--- src/rtl/mips_prog_loader.sv ---
// Program loader for a small MIPS core: streams a program into instruction memory,
// zero-fills the remainder, pulses core reset, runs the core, then dumps its registers.
module mips_prog_loader #(
  parameter int unsigned INSTR_W     = 16,
  parameter int unsigned IMEM_AW     = 8,
  parameter int unsigned PROG_DEPTH  = 19,
  parameter int unsigned REG_CNT     = 8,
  parameter int unsigned REG_W       = 16,
  parameter int unsigned CNT_W       = 16,
  parameter int unsigned CRST_CYCLES = 2,
  localparam int unsigned RA_W  = (REG_CNT > 1) ? $clog2(REG_CNT) : 1,
  localparam int unsigned LEN_W = IMEM_AW + 1
) (
  input  logic               clk,
  input  logic               rst,
  input  logic               i_start,
  input  logic [LEN_W-1:0]   i_prog_len,
  input  logic [CNT_W-1:0]   i_run_cycles,
  input  logic               i_in_valid,
  output logic               o_in_ready,
  input  logic [INSTR_W-1:0] i_in_data,
  output logic               o_imem_we,
  output logic [IMEM_AW-1:0] o_imem_addr,
  output logic [INSTR_W-1:0] o_imem_wdata,
  output logic               o_core_rst,
  output logic               o_core_en,
  output logic [RA_W-1:0]    o_rf_raddr,
  input  logic [REG_W-1:0]   i_rf_rdata,
  output logic               o_dump_valid,
  input  logic               i_dump_ready,
  output logic [RA_W-1:0]    o_dump_idx,
  output logic [REG_W-1:0]   o_dump_data,
  output logic               o_busy,
  output logic               o_done
);

  localparam int unsigned CR_W = (CRST_CYCLES > 1) ? $clog2(CRST_CYCLES) : 1;

  typedef enum logic [2:0] {
    S_IDLE, S_LOAD, S_ZFILL, S_CRST, S_RUN, S_DUMP_RD, S_DUMP_OUT, S_DONE
  } state_t;

  state_t             r_state, w_state_nxt;
  logic [LEN_W-1:0]   r_wa, w_wa_nxt, w_wa_inc;
  logic [LEN_W-1:0]   r_len, w_len_nxt, w_len_sat;
  logic [CNT_W-1:0]   r_run, w_run_nxt;
  logic [CNT_W-1:0]   r_rc, w_rc_nxt;
  logic [RA_W-1:0]    r_ri, w_ri_nxt;
  logic [CR_W-1:0]    r_cc, w_cc_nxt;
  logic               r_held, w_held_nxt;
  logic [REG_W-1:0]   r_dump_data, w_dump_data_nxt;

  assign w_wa_inc  = r_wa + LEN_W'(1);
  assign w_len_sat = (i_prog_len > LEN_W'(PROG_DEPTH)) ? LEN_W'(PROG_DEPTH) : i_prog_len;

  // State and datapath registers
  always_ff @(posedge clk) begin
    if (rst) begin
      r_state     <= S_IDLE;
      r_wa        <= '0;
      r_len       <= '0;
      r_run       <= '0;
      r_rc        <= '0;
      r_ri        <= '0;
      r_cc        <= '0;
      r_held      <= 1'b0;
      r_dump_data <= '0;
    end else begin
      r_state     <= w_state_nxt;
      r_wa        <= w_wa_nxt;
      r_len       <= w_len_nxt;
      r_run       <= w_run_nxt;
      r_rc        <= w_rc_nxt;
      r_ri        <= w_ri_nxt;
      r_cc        <= w_cc_nxt;
      r_held      <= w_held_nxt;
      r_dump_data <= w_dump_data_nxt;
    end
  end

  // Next-state and outputs; the first DUMP_OUT cycle forwards read data while it is captured
  always_comb begin
    w_state_nxt     = r_state;
    w_wa_nxt        = r_wa;
    w_len_nxt       = r_len;
    w_run_nxt       = r_run;
    w_rc_nxt        = r_rc;
    w_ri_nxt        = r_ri;
    w_cc_nxt        = r_cc;
    w_held_nxt      = 1'b0;
    w_dump_data_nxt = r_dump_data;
    o_in_ready      = 1'b0;
    o_imem_we       = 1'b0;
    o_imem_addr     = '0;
    o_imem_wdata    = '0;
    o_core_rst      = 1'b1;
    o_core_en       = 1'b0;
    o_rf_raddr      = '0;
    o_dump_valid    = 1'b0;
    o_dump_idx      = '0;
    o_dump_data     = '0;
    o_busy          = (r_state != S_IDLE);
    o_done          = 1'b0;

    unique case (r_state)
      S_IDLE: begin
        if (i_start) begin
          w_len_nxt   = w_len_sat;
          w_run_nxt   = i_run_cycles;
          w_wa_nxt    = '0;
          w_rc_nxt    = '0;
          w_ri_nxt    = '0;
          w_cc_nxt    = '0;
          w_state_nxt = (w_len_sat == LEN_W'(0)) ? S_ZFILL : S_LOAD;
        end
      end
      S_LOAD: begin
        o_in_ready = 1'b1;
        if (i_in_valid) begin
          o_imem_we    = 1'b1;
          o_imem_addr  = r_wa[IMEM_AW-1:0];
          o_imem_wdata = i_in_data;
          w_wa_nxt     = w_wa_inc;
          if (w_wa_inc == r_len)
            w_state_nxt = (r_len == LEN_W'(PROG_DEPTH)) ? S_CRST : S_ZFILL;
        end
      end
      S_ZFILL: begin
        o_imem_we   = 1'b1;
        o_imem_addr = r_wa[IMEM_AW-1:0];
        w_wa_nxt    = w_wa_inc;
        if (r_wa == LEN_W'(PROG_DEPTH - 1)) w_state_nxt = S_CRST;
      end
      S_CRST: begin
        if (r_cc == CR_W'(CRST_CYCLES - 1)) begin
          w_rc_nxt    = '0;
          w_ri_nxt    = '0;
          w_state_nxt = (r_run == CNT_W'(0)) ? S_DUMP_RD : S_RUN;
        end else begin
          w_cc_nxt = r_cc + CR_W'(1);
        end
      end
      S_RUN: begin
        o_core_rst = 1'b0;
        o_core_en  = 1'b1;
        if (r_rc == r_run - CNT_W'(1)) w_state_nxt = S_DUMP_RD;
        else                           w_rc_nxt    = r_rc + CNT_W'(1);
      end
      S_DUMP_RD: begin
        o_core_rst  = 1'b0;
        o_rf_raddr  = r_ri;
        w_state_nxt = S_DUMP_OUT;
      end
      S_DUMP_OUT: begin
        o_core_rst      = 1'b0;
        o_dump_valid    = 1'b1;
        o_dump_idx      = r_ri;
        o_dump_data     = r_held ? r_dump_data : i_rf_rdata;
        w_dump_data_nxt = o_dump_data;
        w_held_nxt      = 1'b1;
        if (i_dump_ready) begin
          w_held_nxt = 1'b0;
          if (r_ri == RA_W'(REG_CNT - 1)) begin
            w_state_nxt = S_DONE;
          end else begin
            w_ri_nxt    = r_ri + RA_W'(1);
            w_state_nxt = S_DUMP_RD;
          end
        end
      end
      S_DONE: begin
        o_core_rst  = 1'b0;
        o_done      = 1'b1;
        w_state_nxt = S_IDLE;
      end
      default: w_state_nxt = S_IDLE;
    endcase

    // Reset silences every output in the same cycle it is asserted
    if (rst) begin
      o_in_ready   = 1'b0;
      o_imem_we    = 1'b0;
      o_imem_addr  = '0;
      o_imem_wdata = '0;
      o_core_rst   = 1'b1;
      o_core_en    = 1'b0;
      o_rf_raddr   = '0;
      o_dump_valid = 1'b0;
      o_dump_idx   = '0;
      o_dump_data  = '0;
      o_busy       = 1'b0;
      o_done       = 1'b0;
    end
  end

endmodule

--- config.mk ---
export PLATFORM = sky130hd
export DESIGN_NAME = mips_prog_loader
export DESIGN_NICKNAME = d
export VERILOG_FILES = /design/src/rtl/mips_prog_loader.sv
export SDC_FILE = /design/constraint.sdc
export NUM_CORES = 1
export LEC_CHECK = 0
export BUFFER_PORTS_ARGS = -buffer_cell sky130_fd_sc_hd__buf_2
export CORE_ASPECT_RATIO = 1.4
export CORE_MARGIN = 3
export CORE_UTILIZATION = 48
export CTS_CLUSTER_SIZE = 20
export DETAILED_ROUTE_END_ITERATION = 10
export PLACE_DENSITY = 0.76
export SYNTH_ARGS = -nofsm -noshare
export SYNTH_HDL_FRONTEND = slang
export SYNTH_SLANG_ARGS = --single-unit
--- constraint.sdc ---
create_clock -name clk -period 2.7 [get_ports clk]
set_input_delay 0.135 -clock clk [delete_from_list [all_inputs] [get_ports clk]]
set_output_delay 0.135 -clock clk [all_outputs]
set_load 0.005 [all_outputs]
==> metrics.txt <==
hold depth=3; post-synthesis cell type count=between 60 and 70; Post-CTS Setup Inserts=0; Crit path required time=roughly 3000 ps; Worst-path clk slew=60 ps; GR Overflow Total=0; RSZ-0062 raised after global routing=true; Die Y=between 100 and 150 µm; root buffer cell=clkbuf_16; Die X=roughly 87 µm; mean area per synthesized cell=a little under 8 µm²; Layout Utilization=0.622; cell taking the most area after synthesis=dfxtp_1; most common cell in the netlist=dfxtp_1; FP Rows=40; Min-Delay Path Class=in2reg; r2r setup slk=100 ps; fin nets=approximately 750; initial antenna violation count=0; layout cell share with drive strength beyond 1=0.255; die area=between 10000 and 15000 µm²; Netlist Area Pre-Place=around 4400 µm²; total of max-cap violations=0; r2r endpoint=r_rc[13]$_SDFFE_PP0P_; initial DRC count=240; Worst setup EP type=register; CTS tree=done; Cells after Synth=between 500 and 600; Setup Viol. Count Final=0; post-layout minimum cycle time=around 2600 ps; max frequency=between 300 and 400 MHz; drt wl/cell=15.1 µm; CTS Buf Count=9; share of the synthesized area in the top cell type=0.335; Worst R2R Start=r_run[1]$_SDFFE_PP0P_; final hold vios=0; Max clock buf depth=2; Placer Congestion=~0.86; number of port buffers=roughly 110; clk_lat worst skew=between 300 and 400 ps; first drt pass iteration count=4; Tcrit/Tclk final=0.964; setup TNS=0 ps; R2R depth=9; status=finished clean; Setup CP Type=reg2reg; largest net degree at the start of global routing=36; clk_skew=5.93 ps; CP Max Fanout=22; Initial Utilization=0.504; CTS Sinks=between 70 and 80; Antenna diodes=0; number of enable flip-flop cells after synthesis=0; Least-Margin Pin Slew=~1200 ps; GRT Total Usage=0.235; Final ANT Viol Nets=0; vias in the first global route=roughly 4400; core area=8760 µm²; Cell Pwr Density=about 700 nW/µm²; syn nets=roughly 640; Post-synth ARST share=0; hpwl dp=8620 µm; drc violations=0; via count=4473; Static Leak=about 2.5 nW; Routed WL=~12000 µm; Ports=115; synth warn=0; Worst Hold Path EP=r_run[5]$_SDFFE_PP0P_; register area share after synthesis=0.335; Fillers=between 700 and 800; hold wc startpoint=i_run_cycles[5]; Syn-to-layout area delta=23.3%; global-route wire length before repair=roughly 20000 µm; CTS HTree Levels=3; Most used DFF post-synth=dfxtp_1; top post-synthesis cells by area=dfxtp_1, nand2_1, nor2_1; Pins Over Slew Limit=0; headroom to the max-slew limit=0.231; crit start category=register; Via density=roughly 5.7; VDD IR max=a little over 0.5 mV; crit path DAT=2860 ps; synthesized flop and latch total=74; Synth top cells by count=dfxtp_1, nand2_1, nor2_1
## power by group
part | total [mW] | switching (mW) | internal (mW) | leakage [nW]
sequential | 1.27 | 0.0961 | 1.17 | 0.600
clock | 1.31 | 0.454 | 0.860 | 0.163
combinational | 1.24 | 0.721 | 0.515 | 1.77
## layout make-up
type	count	area, µm²	area share
tap	105	131	0.0241
inverter	10	37.5	0.00689
clock inverter	4	73.8	0.0136
timing repair buffer	131	701	0.129
clock buffer	12	256	0.0471
multi-input combinational	451	2770	0.508
sequential	74	1480	0.272
## through the flow
stage | setup WS [ps] | hold slack, ps | cell area [µm²] | std cells | power, mW
after global placement | 37.8 | 319 | 5080 | 770 | 2.44
after CTS | 2.43 | 32.4 | 5420 | 787 | 3.80
after global routing | -26.8 | 39.8 | 5450 | 787 | 4.05
after detailed placement | -79.0 | 327 | 5080 | 770 | 2.48
after floorplan | 149 | 207 | 4420 | 569 | 2.14
final | 98.4 | 37.8 | 5450 | 787 | 3.82
## registers in the layout, indices dropped and copies added (netlist names)
register / flops
r_run: 16
r_ri: 3
r_dump_data: 16
r_cc: 1
r_wa: 9
r_state: 3
r_rc: 16
r_held: 1
r_len: 9
## layer usage
metal  share of wire  vias up  wire length [µm]  GRT usage
met2            0.52       98              6170      0.406
met1            0.41     2103              4890      0.274
li1                -     2248                 -          -
met4           0.030        0               359      0.101
met5               0        -                 0          0
met3           0.041       24               483     0.0481
## cells by family (layout without fill, tap and decap cells)
group	Yosys count	count (layout)	share of synthesized area
flip-flops	74	74	0.335
buffers and inverters	44	157	0.0445
AND/OR/NAND/NOR	269	269	0.311
adder cells (fa/ha/maj)	6	6	0.0170
multiplexers	19	19	0.0431
XOR/XNOR	28	28	0.0555
AO/OA/AOI/OAI	129	129	0.193
## cells in the final DEF (no fill, tap or decap), types with 4 or more instances in the layout
cell       instances
nand3_1           14
nand2b_1           6
o211ai_1           5
nor3_1            17
or3_1             16
inv_1             10
xnor2_1           18
o21ai_0           17
buf_4             16
o31ai_1            4
clkbuf_16          9
a21o_1            19
and3_1            29
or4_1              5
nand4_1            4
xor2_1            10
ha_1               6
a21oi_2            4
a31oi_1            4
dfxtp_1           73
buf_2            114
mux2i_1           19
nor4_1             9
nor2_1            62
nor2b_1            9
nand2_1           64
a21oi_1           41
o21ai_2            6
and2_1            13
## worst max-delay path by stage
stage	from	cells after the start	endpoint	slack [ps]
after floorplan	r_run[0]$_SDFFE_PP0P_	11	r_rc[11]$_SDFFE_PP0P_	150
after global placement	r_run[1]$_SDFFE_PP0P_	9	r_rc[9]$_SDFFE_PP0P_	40
after detailed placement	r_run[1]$_SDFFE_PP0P_	9	r_rc[9]$_SDFFE_PP0P_	-80
after CTS	r_run[1]$_SDFFE_PP0P_	9	r_rc[10]$_SDFFE_PP0P_	2
after global routing	r_run[1]$_SDFFE_PP0P_	9	r_rc[13]$_SDFFE_PP0P_	-30
final	r_run[1]$_SDFFE_PP0P_	9	r_rc[13]$_SDFFE_PP0P_	100
## worst max-delay path, stage by stage (launching register included)
cell       delay, ps
dfxtp_2          330
inv_1             50
ha_1             150
or3b_4           430
or4_1            480
o2111ai_1        100
nor4_2            90
and4_4           250
or4_1            510
a21oi_1          140
## timing repair
action                                 in CTS  in global routing
setup endpoints to repair                   2                 33
endpoints found under the hold margin       1                  0
gates resized for setup                     2                  6
pin swaps                                   1                  5
hold buffers                                1                  0
No activity file was read; power rests on OpenSTA's default activity.
